[config.mk]
export PLATFORM = sky130hd
export DESIGN_NAME = phase_compute_sched
export DESIGN_NICKNAME = d
export VERILOG_FILES = /design/src/rtl/timing_pkg.sv /design/src/rtl/budget_timer.sv /design/src/rtl/phase_compute_sched.sv
export SDC_FILE = /design/constraint.sdc
export NUM_CORES = 1
export LEC_CHECK = 0
export CORE_ASPECT_RATIO = 1.25
export CORE_MARGIN = 2
export CORE_UTILIZATION = 46
export CTS_CLUSTER_DIAMETER = 100
export CTS_CLUSTER_SIZE = 25
export DETAILED_ROUTE_END_ITERATION = 6
export HOLD_SLACK_MARGIN = 0.02
export PLACE_DENSITY = 0.72
export SLEW_MARGIN = 20
export SYNTH_ARGS = -nofsm -noshare
export SYNTH_HDL_FRONTEND = slang
export SYNTH_SLANG_ARGS = --single-unit
[constraint.sdc]
create_clock -name clk_ctrl -period 3.15 [get_ports clk_ctrl]
set_clock_uncertainty 0.15 [all_clocks]
set_input_delay 0.945 -clock clk_ctrl [delete_from_list [all_inputs] [get_ports clk_ctrl]]
set_output_delay 0.945 -clock clk_ctrl [all_outputs]
set_load 0.03 [all_outputs]
[src/rtl/timing_pkg.sv]
// Shared timing definitions: timing-hub and phase-compute scheduler state
// encodings, duty width and phase codes.
package timing_pkg;

   localparam int DUTY_W     = 12;
   localparam int NUM_PHASES = 3;

   typedef enum logic [2:0] {
      HUB_RESET  = 3'd0,
      HUB_ALIGN  = 3'd1,
      HUB_RUN    = 3'd2,
      HUB_FAULT  = 3'd3
   } hub_state_t;

   typedef enum logic [2:0] {
      IDLE  = 3'd0,
      ISSUE = 3'd1,
      WAIT  = 3'd2,
      PEND  = 3'd3,
      ABORT = 3'd4
   } sched_state_t;

   typedef enum logic [1:0] {
      PH_A = 2'd0,
      PH_B = 2'd1,
      PH_C = 2'd2
   } phase_t;

endpackage

[src/rtl/budget_timer.sv]
// Saturating tick counter that flags when the compute budget limit is reached
// while the counted activity is running.
module budget_timer #(
   parameter int W = 9
) (
   input  logic         clk,
   input  logic         rst,
   input  logic         clear,
   input  logic         run,
   input  logic [W-1:0] limit,
   output logic         expired
);

   logic [W-1:0] count_q;
   logic [W-1:0] count_d;

   always_comb begin
      count_d = count_q;
      if (clear) begin
         count_d = '0;
      end else if (run && (count_q != '1)) begin
         count_d = count_q + 1'b1;
      end
   end

   // NOTE: state registers use non-blocking assignments so every flop samples
   // pre-edge values regardless of process evaluation order.
   always_ff @(posedge clk or posedge rst) begin
      if (rst) begin
         count_q <= '0;
      end else begin
         count_q <= count_d;
      end
   end

   assign expired = run && (count_q == limit);

endmodule

[src/rtl/phase_compute_sched.sv]
// Phase compute scheduler: runs three shared-engine duty computations per PWM
// period under a tick budget and commits them together at the PWM wrap.
module phase_compute_sched #(
   parameter int PWM_TICKS      = 4096,
   parameter int COMPUTE_BUDGET = 416,
   parameter int DUTY_W         = timing_pkg::DUTY_W
) (
   input  logic              clk_ctrl,
   input  logic              rst_ctrl,
   input  logic              compute_trig,
   input  logic [11:0]       pwm_ctr,
   input  logic              fault,
   output logic              eng_start,
   output logic [1:0]        eng_phase,
   input  logic              eng_done,
   input  logic [DUTY_W-1:0] eng_duty,
   output logic [DUTY_W-1:0] duty_a,
   output logic [DUTY_W-1:0] duty_b,
   output logic [DUTY_W-1:0] duty_c,
   output logic              commit,
   output logic              overrun,
   output logic              busy,
   output logic [2:0]        sched_state
);

   import timing_pkg::*;

   localparam int                    BUDGET_W     = $clog2(COMPUTE_BUDGET + 1);
   localparam logic [BUDGET_W-1:0]   BUDGET_LIMIT = BUDGET_W'(COMPUTE_BUDGET - 1);
   localparam logic [11:0]           PWM_WRAP     = 12'(PWM_TICKS - 1);

   sched_state_t state_q, state_d;
   logic [1:0]   phase_q, phase_d;
   logic [2:0][DUTY_W-1:0] shadow_q, shadow_d;
   logic [2:0][DUTY_W-1:0] duty_q, duty_d;
   logic         eng_start_q, eng_start_d;
   logic         commit_q, commit_d;
   logic         overrun_q, overrun_d;
   logic         busy_q, busy_d;

   logic         start_seq;
   logic         timer_run;
   logic         budget_expired;
   logic         final_done;

   assign start_seq = (state_q == IDLE) && compute_trig && !fault;
   assign timer_run = (state_q == ISSUE) || (state_q == WAIT);

   budget_timer #(
      .W(BUDGET_W)
   ) u_budget_timer (
      .clk     (clk_ctrl),
      .rst     (rst_ctrl),
      .clear   (start_seq),
      .run     (timer_run),
      .limit   (BUDGET_LIMIT),
      .expired (budget_expired)
   );

   // NOTE: every variable gets a default before the case so no path leaves it
   // unassigned and no latch is inferred.
   always_comb begin
      state_d    = state_q;
      phase_d    = phase_q;
      shadow_d   = shadow_q;
      duty_d     = duty_q;
      commit_d   = 1'b0;
      overrun_d  = 1'b0;
      final_done = (state_q == WAIT) && eng_done && (phase_q == PH_C);

      if (compute_trig && !fault && (state_q != IDLE)) begin
         overrun_d = 1'b1;
      end

      case (state_q)
         IDLE: begin
            if (start_seq) begin
               phase_d = PH_A;
               state_d = ISSUE;
            end
         end
         ISSUE: state_d = WAIT;
         WAIT: begin
            if (eng_done) begin
               for (int p = 0; p < NUM_PHASES; p++) begin
                  if (phase_q == 2'(p)) shadow_d[p] = eng_duty;
               end
               if (phase_q == PH_C) begin
                  state_d = PEND;
               end else begin
                  phase_d = phase_q + 2'd1;
                  state_d = ISSUE;
               end
            end
         end
         PEND: begin
            if (pwm_ctr == PWM_WRAP) begin
               duty_d   = shadow_q;
               commit_d = 1'b1;
               state_d  = IDLE;
            end
         end
         ABORT: begin
            shadow_d = '0;
            state_d  = IDLE;
         end
         default: state_d = IDLE;
      endcase

      // A final result landing on the last budget tick still counts as success.
      if (budget_expired && !final_done) begin
         overrun_d = 1'b1;
         state_d   = ABORT;
      end

      if (fault) begin
         state_d   = IDLE;
         duty_d    = '0;
         commit_d  = 1'b0;
         overrun_d = 1'b0;
      end
   end

   // Outputs are registered from the next state so they line up with sched_state.
   assign eng_start_d = (state_d == ISSUE);
   assign busy_d      = (state_d != IDLE);

   // NOTE: shadows and duties are a handful of flops, so they take the async
   // reset like everything else; a mid-sequence reset discards partial results.
   always_ff @(posedge clk_ctrl or posedge rst_ctrl) begin
      if (rst_ctrl) begin
         state_q     <= IDLE;
         phase_q     <= '0;
         shadow_q    <= '0;
         duty_q      <= '0;
         eng_start_q <= 1'b0;
         commit_q    <= 1'b0;
         overrun_q   <= 1'b0;
         busy_q      <= 1'b0;
      end else begin
         state_q     <= state_d;
         phase_q     <= phase_d;
         shadow_q    <= shadow_d;
         duty_q      <= duty_d;
         eng_start_q <= eng_start_d;
         commit_q    <= commit_d;
         overrun_q   <= overrun_d;
         busy_q      <= busy_d;
      end
   end

   assign eng_start   = eng_start_q;
   assign eng_phase   = phase_q;
   assign duty_a      = duty_q[0];
   assign duty_b      = duty_q[1];
   assign duty_c      = duty_q[2];
   assign commit      = commit_q;
   assign overrun     = overrun_q;
   assign busy        = busy_q;
   assign sched_state = state_q;

endmodule

==> out/qor_table.md, run 1 <==
| Stage | Metric | This run |
|---|---|---|
| status | Run status | complete, no violations |
| place | Number of port buffers | 73 |
| critical path | Crit path depth | 1 |
| place | Standard cell area after detailed placement | 4570 sq um |
| global routing | Largest net degree at the start of global routing | 38 |
| timing | Number of hold violations in the final report | 0 |
| die | Initial cell density of the core | 47.4% |
| yosys | Proportion of register bits with asynchronous set or reset after synthesis | 100% |
| timing | Setup total negative slack | 0 ns |
| yosys | Cell accounting for the most synthesized area | sky130_fd_sc_hd__dfrtp_1 |
| critical path | Data required time of the critical path | 2.05 ns |
| die | Area of the placeable core | 7840 sq um |
| global routing | Sum of overflow across all layers after global routing | 0 |
| critical path | Cells along the critical path | clkdlybuf4s50_1 |
| place | Detailed Place HPWL | 5.85 mm |
| die | Number of core rows | 36 |
| worst hold path | Worst Hold Depth | 2 |
| yosys | Portion of synthesized cell area occupied by the leading cell type | 60.7% |
| worst hold path | Hold path startpoint | shadow_q[29] |
| run | Maximum Capacitance Violations | 0 |
| cells and area | Final std cell area, no fill | 4780 sq um |
| place | Routability congestion estimate from global placement | 0.873 |
| yosys | Total nets after synthesis | 357 |
| clocking | CTS hold repair buffers | 0 |
| timing | Setup Viol. Count Final | 0 |
| yosys | Number of enable flip-flop cells after synthesis | 0 |
| routing | Total Routed Length | 8.27 mm |
| global routing | Vias in the first global route | 2779 |
| routing | Number of vias in the routed layout | 2707 |
| critical path | Startpoint of the most critical setup path | eng_phase[0] |
| critical path | CP arrival | 1.49 ns |
| timing | Max Transition Viols Final | 0 |
| yosys | Synth Flop Type | sky130_fd_sc_hd__dfrtp_1 |
| critical path | Startpoint-to-endpoint class of the critical path | reg2out |
| yosys | Biggest area contributors in the synthesized netlist | sky130_fd_sc_hd__dfrtp_1 (61%), sky130_fd_sc_hd__a22o_1 (9.0%), sky130_fd_sc_hd__nand2_1 (5.8%) |
| timing | Setup repair after global routing missed its margin | false |
| critical path | Type of element capturing the critical path | output pin |
| timing | FMAX | 388 MHz |
| routing | Number of detailed-routing iterations run before antenna repair | 4 |
| worst hold path | Path class of the lowest-slack min-delay path | reg2reg |
| global routing | Wire length of the first global-routing pass | 13.7 mm |
| critical path | Critical path buffer and inverter count | 1 |
| yosys | Sequential fraction of the synthesis area | 60.7% |
| routing | Remaining routing DRC violations | 0 |
| die | Die width | 84.4 microns |
| cells and area | Antenna cell count | 0 |
| power | Leak | 2.18 nW |
| clocking | Clock latency reported for the late side of the worst-skew pair | 0.36 ns |
| critical path | Standard cell with the maximum stage delay on the critical path | sky130_fd_sc_hd__clkdlybuf4s50_1 |
| timing | Final cycle utilization of the critical path | 81.9% |
| timing | Actual transition at the worst max-transition pin | 0.616 ns |
| timing | Minimum period implied by the final worst setup slack | 2.58 ns |
| routing | Routed len/inst | 16.5 microns |
| routing | Vias per std cell | 5.41 |
| clocking | Clock tree from TritonCTS | built |
| die | Die area | 8810 sq um |
| critical path | Cells on worst reg2reg path | 6 |
| critical path | Cell type group with the largest total delay on the critical path | buffers and inverters |
| cells and area | Area growth syn-to-layout | 28.7% |
| critical path | Critical register-to-register path startpoint | sched_state[2] |
| die | Die height | 104 microns |
| clocking | H-Tree Depth | 3 |
| power | Highest ir drop seen on vdd | 355 uV |
| die | Top-Level Pins | 74 |
| timing | Worst slew margin | 58.9% |
| cells and area | Filler cells | 648 |
| routing | Antenna-violating nets left | 0 |
| global routing | Initial antenna violation count | 0 |
| clocking | Reg clk slew, reported paths | 0.08 ns |
| yosys | Gate count of the mapped netlist | 323 |
| yosys | #FFs+latches synth | 90 |
| cells and area | Final net count | 434 |
| yosys | Mean instance size in the synthesized netlist | 11.5 sq um |
| clocking | Number of clock sinks | 90 |
| cells and area | Layout cell share with drive strength beyond 1 | 9.14% |
| clocking | Bufs on Longest Clock Path | 2 |
| yosys | Netlist Area Pre-Place | 3710 sq um |
| clocking | Resized Gates After CTS | 0 |
| power | Power density over cell area | 562 nW/um^2 |
| yosys | Count of warnings emitted by yosys | 0 |
| global routing | Tot GR Track Use | 20.0% |
| routing | DR iter-0 viols | 177 |
| critical path | Maximum fanout along the worst path | 5 |
| yosys | Number of distinct standard cells referenced by the synthesized netlist | 46 |
| clocking | Num CTS Buffers | 9 |
| clocking | Post-CTS Setup Repair Bufs | 0 |
| critical path | Startpoint kind of the worst setup timing path | flip-flop |
| clocking | CTS root buf | sky130_fd_sc_hd__clkbuf_8 |
| critical path | Largest stage delay on the critical path | 0.70 ns |
| timing | Worst hold margin | 0.336 ns |
[synth_stat cells, drive strengths merged, types with 3 or more instances]
cell type / n
dfrtp: 90
nand2: 57
o21ai: 39
a22o: 38
buf: 16
nor2: 12
nand4: 6
ha: 5
inv: 5
a21oi: 4
and2: 4
nor2b: 4
o22ai: 4
xor2: 4
nand3: 3
nor3: 3
nor3b: 3
o31ai: 3
[final cells by class]
| cell class | instances | area (sq um) | share of cell area, % |
|---|---|---|---|
| flip-flops and latches | 90 | 2250 | 47.1 |
| clock buffers | 11 | 131 | 2.75 |
| well taps | 95 | 119 | 2.49 |
| multi-input cells | 210 | 1330 | 27.7 |
| repair buffers | 84 | 851 | 17.8 |
| inverters | 5 | 22.5 | 0.471 |
| clock inverters | 5 | 78.8 | 1.65 |
[layer usage]
metal	GRT usage (%)	vias to the layer above	part of all wire, %
met4	8.05	0	2.0
met1	25.4	1317	44
met5	0	-	0
li1	-	1307	-
met2	32.4	71	49
met3	5.32	12	4.9
[sequential cells by signal, indices dropped and copies added, names as in the netlist, 2 cells and up]
name / cells
eng_phase: 2
shadow_q: 36
u_budget_timer.count_q: 9
duty_b: 12
sched_state: 3
duty_c: 12
duty_a: 12
[final timing paths]
| kind | endpoint | slack [ns] |
|---|---|---|
| worst min-delay path | shadow_q[29] | 0.34 |
| worst min register to register | shadow_q[29] | 0.34 |
| worst max register to register | duty_c[5] | 1.10 |
| max in group asynchronous | u_budget_timer.count_q[7] | 1.43 |
| worst max-delay path | eng_phase[0] | 0.57 |
| min in group asynchronous | duty_b[3] | 0.85 |
[through the flow]
step	total power, mW	worst slack (ns)	instances	utilization, %
after floorplan	1.72	0.969	323	-
after CTS	2.71	0.555	500	61.0
after global placement	1.84	0.371	484	58.3
final	2.69	0.570	500	61.0
after global routing	2.83	0.528	500	61.0
after detailed placement	1.88	0.295	484	58.3
[cell usage in the layout (no fill, tap or decap), types with 2 or more instances in the layout]
cell and instances:
sky130_fd_sc_hd__dfrtp_1 90, sky130_fd_sc_hd__clkdlybuf4s50_1 73, sky130_fd_sc_hd__nand2_1 57, sky130_fd_sc_hd__a22o_1 38
sky130_fd_sc_hd__o21ai_0 30, sky130_fd_sc_hd__nor2_1 11, sky130_fd_sc_hd__o21ai_1 9, sky130_fd_sc_hd__clkbuf_8 9
sky130_fd_sc_hd__buf_4 8, sky130_fd_sc_hd__nand4_1 6, sky130_fd_sc_hd__ha_1 5, sky130_fd_sc_hd__and2_1 4
sky130_fd_sc_hd__inv_1 4, sky130_fd_sc_hd__a21oi_1 4, sky130_fd_sc_hd__o22ai_2 3, sky130_fd_sc_hd__nor3_1 3
sky130_fd_sc_hd__nand3_1 3, sky130_fd_sc_hd__xor2_1 3, sky130_fd_sc_hd__o31ai_1 3, sky130_fd_sc_hd__nor2b_1 3
sky130_fd_sc_hd__buf_12 3, sky130_fd_sc_hd__nor3b_1 2, sky130_fd_sc_hd__a311o_1 2, sky130_fd_sc_hd__clkinv_2 2
sky130_fd_sc_hd__clkbuf_1 2, sky130_fd_sc_hd__bufinv_16 2
[power by group]
part | internal, mW | switching (mW)
registers | 1.36 | 0.120
logic | 0.163 | 0.204
clock network | 0.446 | 0.392
[kinds of logic after synthesis]
| logic type | count (synthesis) | share of synthesized area (%) |
|---|---|---|
| buf+inv | 23 | 3.77 |
| compound gates | 94 | 17.9 |
| mux | 2 | 0.573 |
| fa+ha+maj | 5 | 1.69 |
| xor+xnor | 4 | 1.15 |
| simple gates | 105 | 14.2 |
| flops | 90 | 60.7 |
(Power assumes the default switching activity.)
==> run 2: changes to the inputs <==
CORE_UTILIZATION = 51   (was 46)
PLACE_DENSITY = 0.76   (was 0.72)
clock period = 2.7 ns   (was 3.15 ns; I/O delays follow)
==> out/qor_table.md, run 2 (synthesized netlist as in run 1, its figures left out) <==
| Stage | Metric | This run |
|---|---|---|
| global routing | Wire length of the first global-routing pass | 13.4 mm |
| power | Combinational cell fraction of total power | 13.6% |
| clocking | Number of clock sinks | 90 |
| cells and area | Antenna cell count | 0 |
| critical path | Critical path buffer and inverter count | 1 |
| timing | FMAX | 413 MHz |
| cells and area | Most frequent cells in the layout | sky130_fd_sc_hd__dfrtp_1 (90), sky130_fd_sc_hd__clkdlybuf4s50_1 (73), sky130_fd_sc_hd__nand2_1 (57) |
| routing | Total Routed Length | 8.11 mm |
| power | Clock group share of total power | 32.3% |
| power | Highest ir drop seen on vdd | 333 uV |
| die | Die area | 7980 sq um |
| routing | Routed len/inst | 16.3 microns |
| clocking | Clock tree from TritonCTS | built |
| critical path | Critical register-to-register path startpoint | sched_state[2] |
| global routing | Sum of overflow across all layers after global routing | 0 |
| critical path | Data required time of the critical path | 1.74 ns |
| clocking | Bufs on Longest Clock Path | 2 |
| critical path | Cell type group with the largest total delay on the critical path | buffers and inverters |
| cells and area | Number of cells in the finished layout apart from fillers | 496 |
| routing | Number of vias in the routed layout | 2768 |
| routing | Vias per std cell | 5.58 |
| power | Leak | 2.20 nW |
| critical path | Reg-to-reg setup timing slack | 0.66 ns |
| power | Net Sw Power | 0.870 mW |
| place | Number of cells in the design after placement | 480 |
| place | Worst setup slack before clock tree synthesis | 0.0230 ns |
| place | Number of port buffers | 73 |
| power | Cell-internal power | 2.34 mW |
| critical path | Startpoint kind of the worst setup timing path | flip-flop |
| timing | Final cycle utilization of the critical path | 89.8% |
| critical path | CP arrival | 1.46 ns |
| timing | Max Transition Viols Final | 0 |
| timing | Setup Viol. Count Final | 0 |
| place | Detailed Place HPWL | 5.62 mm |
| routing | Remaining routing DRC violations | 0 |
| worst hold path | Path class of the lowest-slack min-delay path | reg2reg |
| critical path | Type of element capturing the critical path | output pin |
| critical path | Cells along the critical path | clkdlybuf4s50_1 |
| status | Run status | complete, no violations |
| cells and area | Largest register FFs | 36 |
| global routing | Vias in the first global route | 2822 |
| power | Register share of total power | 54.1% |
| critical path | Maximum fanout along the worst path | 5 |
| clocking | Reg clk slew, reported paths | 0.09 ns |
| timing | Number of hold violations in the final report | 0 |
| timing | Actual transition at the worst max-transition pin | 0.484 ns |
| clocking | Post-CTS Setup Repair Bufs | 0 |
| timing | Setup total negative slack | 0 ns |
| global routing | Tot GR Track Use | 22.0% |
| timing | Minimum period implied by the final worst setup slack | 2.42 ns |
| run | Maximum Capacitance Violations | 0 |
| cells and area | Area growth syn-to-layout | 29.4% |
| worst hold path | Hold Crit Endpoint | shadow_q[34] |
| timing | Setup repair after global routing missed its margin | false |
| cells and area | Final net count | 435 |
| critical path | Standard cell with the maximum stage delay on the critical path | sky130_fd_sc_hd__clkdlybuf4s50_1 |
| die | Number of core rows | 34 |
| die | Die height | 99.4 microns |
| power | Switching share of power | 27.1% |
| clocking | CTS root buf | sky130_fd_sc_hd__clkbuf_8 |
| cells and area | Leading cell type in the layout, fill and taps excluded | sky130_fd_sc_hd__dfrtp_1 |
| die | Area of the placeable core | 7020 sq um |
| clocking | CTS hold repair buffers | 0 |
| worst hold path | Hold path startpoint | shadow_q[34] |
| global routing | Initial antenna violation count | 0 |
| critical path | Cells on worst reg2reg path | 6 |
| clocking | Num CTS Buffers | 9 |
| global routing | Largest net degree at the start of global routing | 91 |
| cells and area | Final std cell area, no fill | 4800 sq um |
| routing | Antenna-violating nets left | 0 |
| power | Post-layout total power | 3.21 mW |
| clocking | Clock latency reported for the late side of the worst-skew pair | 0.35 ns |
| cells and area | Top register by number of flip-flops | shadow_q |
| critical path | Reg-to-reg critical path endpoint | duty_c[5] |
| place | Routability congestion estimate from global placement | 0.847 |
| critical path | Startpoint-to-endpoint class of the critical path | reg2out |
| critical path | Largest stage delay on the critical path | 0.70 ns |
| timing | Crit path setup slack, layout | 0.277 ns |
| power | Power density over cell area | 667 nW/um^2 |
| die | Top-Level Pins | 74 |
| die | Die width | 80.3 microns |
| timing | Worst slew margin | 67.6% |
| clocking | H-Tree Depth | 3 |
| worst hold path | Worst Hold Depth | 2 |
| routing | DR iter-0 viols | 188 |
| clocking | Resized Gates After CTS | 0 |
| cells and area | Layout cell share with drive strength beyond 1 | 9.85% |
| routing | Number of detailed-routing iterations run before antenna repair | 4 |
| place | Standard cell area after detailed placement | 4570 sq um |
| die | Initial cell density of the core | 52.9% |
run 2: changes by cell type in the layout (fill, tap and decap cells not counted):
| cell | delta |
|---|---|
| sky130_fd_sc_hd__clkbuf_1 | -2 |
| sky130_fd_sc_hd__clkinv_2 | -2 |
| sky130_fd_sc_hd__clkinvlp_4 | +1 |
| sky130_fd_sc_hd__clkbuf_8 | +1 |
| sky130_fd_sc_hd__buf_4 | +1 |
| sky130_fd_sc_hd__inv_6 | +1 |
| sky130_fd_sc_hd__inv_8 | +1 |
run 2: final cells by class:
| cell class | count | area (sq um) |
|---|---|---|
| flip-flops and latches | 90 | 2250 |
| fillers | 521 | 2210 |
| multi-input cells | 210 | 1330 |
| repair buffers | 85 | 858 |
| clock buffers | 10 | 138 |
| well taps | 90 | 113 |
| clock inverters | 6 | 96.3 |
| inverters | 5 | 22.5 |
run 2: worst reg2reg max path, stage by stage, from the launching register on:
cell and delay, ns:
sky130_fd_sc_hd__dfrtp_1 0.39, sky130_fd_sc_hd__buf_4 0.19, sky130_fd_sc_hd__nand3b_1 0.17, sky130_fd_sc_hd__nor4_1 0.42
sky130_fd_sc_hd__nor2b_2 0.27, sky130_fd_sc_hd__buf_12 0.21, sky130_fd_sc_hd__a22o_1 0.18
run 2: power by group through the flow:
stage / Clock [mW] / Combinational [mW] / Sequential [mW]
after global routing: 1.12 / 0.505 / 1.76
after CTS: 1.06 / 0.445 / 1.73
after floorplan: 0 / 0.271 / 1.73
after detailed placement: 0 / 0.436 / 1.76
after global placement: 0 / 0.412 / 1.74
final: 1.04 / 0.436 / 1.73
run 2: worst max-delay path by stage:
stage / slack, ns / cells after the start / endpoint / startpoint
CTS: 0.26 / 1 / eng_phase[0] / eng_phase[0]
floorplan: 0.65 / 5 / duty_a[0] / pwm_ctr[10]
detailed placement: 0.02 / 6 / duty_c[2] / pwm_ctr[10]
global placement: 0.11 / 6 / duty_a[10] / pwm_ctr[10]
global route: 0.20 / 1 / eng_phase[0] / eng_phase[0]
finish: 0.28 / 1 / eng_phase[0] / eng_phase[0]
run 2: stage by stage:
step,util [%],hold slack (ns)
floorplan,-,0.295
global placement,65.1,0.312
detailed placement,65.1,0.322
CTS,68.4,0.338
global route,68.4,0.366
finish,68.4,0.338
run 2: metal layers:
metal,part of all wire [%],track usage (%)
met3,4.8,3.54
met4,2.2,10.8
met2,51,36.7
met5,0,0
met1,42,27.8
==> run 3: changes to the inputs <==
MAX_ROUTING_LAYER = met4   (was default)
==> out/qor_table.md, run 3 (synthesized netlist as in run 1, its figures left out) <==
| Stage | Metric | This run |
|---|---|---|
| cells and area | Footprint of the multi-input gates | 1330 sq um |
| routing | Antenna-violating nets left | 0 |
| timing | Setup Viol. Count Final | 0 |
| routing | Number of vias in the routed layout | 2767 |
| clocking | Number of clock sinks | 90 |
| worst hold path | Hold path startpoint | shadow_q[34] |
| die | Top-Level Pins | 74 |
| place | Number of cells in the design after placement | 480 |
| critical path | Startpoint kind of the worst setup timing path | flip-flop |
| clocking | Post-CTS Setup Repair Bufs | 0 |
| critical path | Maximum fanout along the worst path | 5 |
| timing | Actual transition at the worst max-transition pin | 0.484 ns |
| cells and area | FF/Latch Area | 2250 sq um |
| place | Number of port buffers | 73 |
| cells and area | Antenna cell count | 0 |
| critical path | Largest stage delay on the critical path | 0.70 ns |
| timing | Setup total negative slack | 0 ns |
| cells and area | Most frequent cells in the layout | sky130_fd_sc_hd__dfrtp_1 (90), sky130_fd_sc_hd__clkdlybuf4s50_1 (73), sky130_fd_sc_hd__nand2_1 (57) |
| critical path | Startpoint-to-endpoint class of the critical path | reg2out |
| global routing | Initial antenna violation count | 0 |
| routing | Total Routed Length | 8.13 mm |
| die | Initial cell density of the core | 52.9% |
| place | Detailed Place HPWL | 5.62 mm |
| critical path | CP arrival | 1.47 ns |
| cells and area | Area growth syn-to-layout | 29.4% |
| critical path | Cells along the critical path | clkdlybuf4s50_1 |
| timing | Number of hold violations in the final report | 0 |
| worst hold path | Path class of the lowest-slack min-delay path | reg2reg |
| routing | Routed len/inst | 16.4 microns |
| power | Highest ir drop seen on vdd | 336 uV |
| status | Run status | complete, no violations |
| timing | FMAX | 412 MHz |
| routing | DR iter-0 viols | 198 |
| die | Die height | 99.4 microns |
| cells and area | Number of cells in the finished layout apart from fillers | 496 |
| clocking | Resized Gates After CTS | 0 |
| die | Die area | 7980 sq um |
| timing | Setup repair after global routing missed its margin | false |
| clocking | CTS root buf | sky130_fd_sc_hd__clkbuf_8 |
| power | Power density over cell area | 668 nW/um^2 |
| cells and area | Top register by number of flip-flops | shadow_q |
| routing | Number of detailed-routing iterations run before antenna repair | 4 |
| critical path | Standard cell with the maximum stage delay on the critical path | sky130_fd_sc_hd__clkdlybuf4s50_1 |
| clocking | CTS hold repair buffers | 0 |
| cells and area | Final net count | 435 |
| run | Maximum Capacitance Violations | 0 |
| power | Leak | 2.20 nW |
| timing | Worst slew margin | 67.7% |
| clocking | Reg clk slew, reported paths | 0.10 ns |
| place | Routability congestion estimate from global placement | 0.860 |
| routing | Vias per std cell | 5.58 |
| cells and area | Largest register FFs | 36 |
| clocking | Clock tree from TritonCTS | built |
| timing | Max Transition Viols Final | 0 |
| cells and area | Filler cells | 521 |
| critical path | Type of element capturing the critical path | output pin |
| global routing | Vias in the first global route | 2825 |
| cells and area | Leading cell type in the layout, fill and taps excluded | sky130_fd_sc_hd__dfrtp_1 |
| clocking | Clock latency reported for the late side of the worst-skew pair | 0.35 ns |
| global routing | Sum of overflow across all layers after global routing | 0 |
| critical path | Startpoint of the most critical setup path | eng_phase[0] |
| timing | Minimum period implied by the final worst setup slack | 2.43 ns |
| die | Number of core rows | 34 |
| critical path | Cell type group with the largest total delay on the critical path | buffers and inverters |
| global routing | Wire length of the first global-routing pass | 13.4 mm |
| critical path | Data required time of the critical path | 1.74 ns |
| global routing | Tot GR Track Use | 22.7% |
| critical path | Critical register-to-register path startpoint | sched_state[2] |
| die | Area of the placeable core | 7020 sq um |
| routing | Remaining routing DRC violations | 0 |
| critical path | Critical path buffer and inverter count | 1 |
| clocking | H-Tree Depth | 3 |
| timing | Final cycle utilization of the critical path | 89.9% |
| clocking | Num CTS Buffers | 9 |
| global routing | Largest net degree at the start of global routing | 91 |
| die | Die width | 80.3 microns |
| cells and area | Layout cell share with drive strength beyond 1 | 9.85% |
| clocking | Bufs on Longest Clock Path | 2 |
run 3: layer usage:
layer | vias to the layer above | GRT usage (%) | share of wire (%)
li1 | 1313 | - | -
met4 | 0 | 8.87 | 2.2
met5 | - | - | 0
met1 | 1352 | 27.6 | 42
met3 | 15 | 5.08 | 5.8
met2 | 87 | 36.9 | 50
run 3: cell type report:
| type | count | area share, % |
|---|---|---|
| clock buffer | 10 | 2.86 |
| clock inverter | 6 | 2.01 |
| inverter | 5 | 0.469 |
| multi-input combinational | 210 | 27.6 |
| sequential | 90 | 46.9 |
| tap | 90 | 2.34 |
| timing repair buffer | 85 | 17.9 |
run 3: path summary, 6_finish.rpt:
kind | depth (start not counted) | slack [ns] | end
min reg2reg | 2 | 0.34 | shadow_q[34]
max reg2reg | 6 | 0.67 | duty_c[11]
min in group asynchronous | 3 | 0.78 | shadow_q[31]
min | 2 | 0.34 | shadow_q[34]
max | 1 | 0.27 | eng_phase[0]
max in group asynchronous | 3 | 1.27 | shadow_q[1]
run 3: worst register-to-register path, cell delays in order, from the launching register on:
cell	delay (ns)
sky130_fd_sc_hd__dfrtp_1	0.39
sky130_fd_sc_hd__buf_4	0.19
sky130_fd_sc_hd__nand3b_1	0.17
sky130_fd_sc_hd__nor4_1	0.42
sky130_fd_sc_hd__nor2b_2	0.27
sky130_fd_sc_hd__buf_12	0.21
sky130_fd_sc_hd__a22o_1	0.18
run 3: per-stage QoR:
stage	hold slack, ns	area, sq um	power, mW	util [%]	setup slack, ns
3_5_place_dp	0.322	4570	2.19	65.1	0.0230
3_3_place_gp	0.312	4570	2.15	65.1	0.108
6_report	0.338	4800	3.21	68.4	0.274
4_1_cts	0.338	4800	3.24	68.4	0.260
5_1_grt	0.366	4800	3.40	68.4	0.196
2_1_floorplan	0.295	3720	2.00	-	0.654
run 3: report_power, final:
group          switching [mW]  leakage, nW  internal (mW)  total [mW]
Clock                   0.482        0.115          0.558        1.04
Combinational           0.246        0.866          0.191       0.437
Sequential              0.147         1.21           1.59        1.73
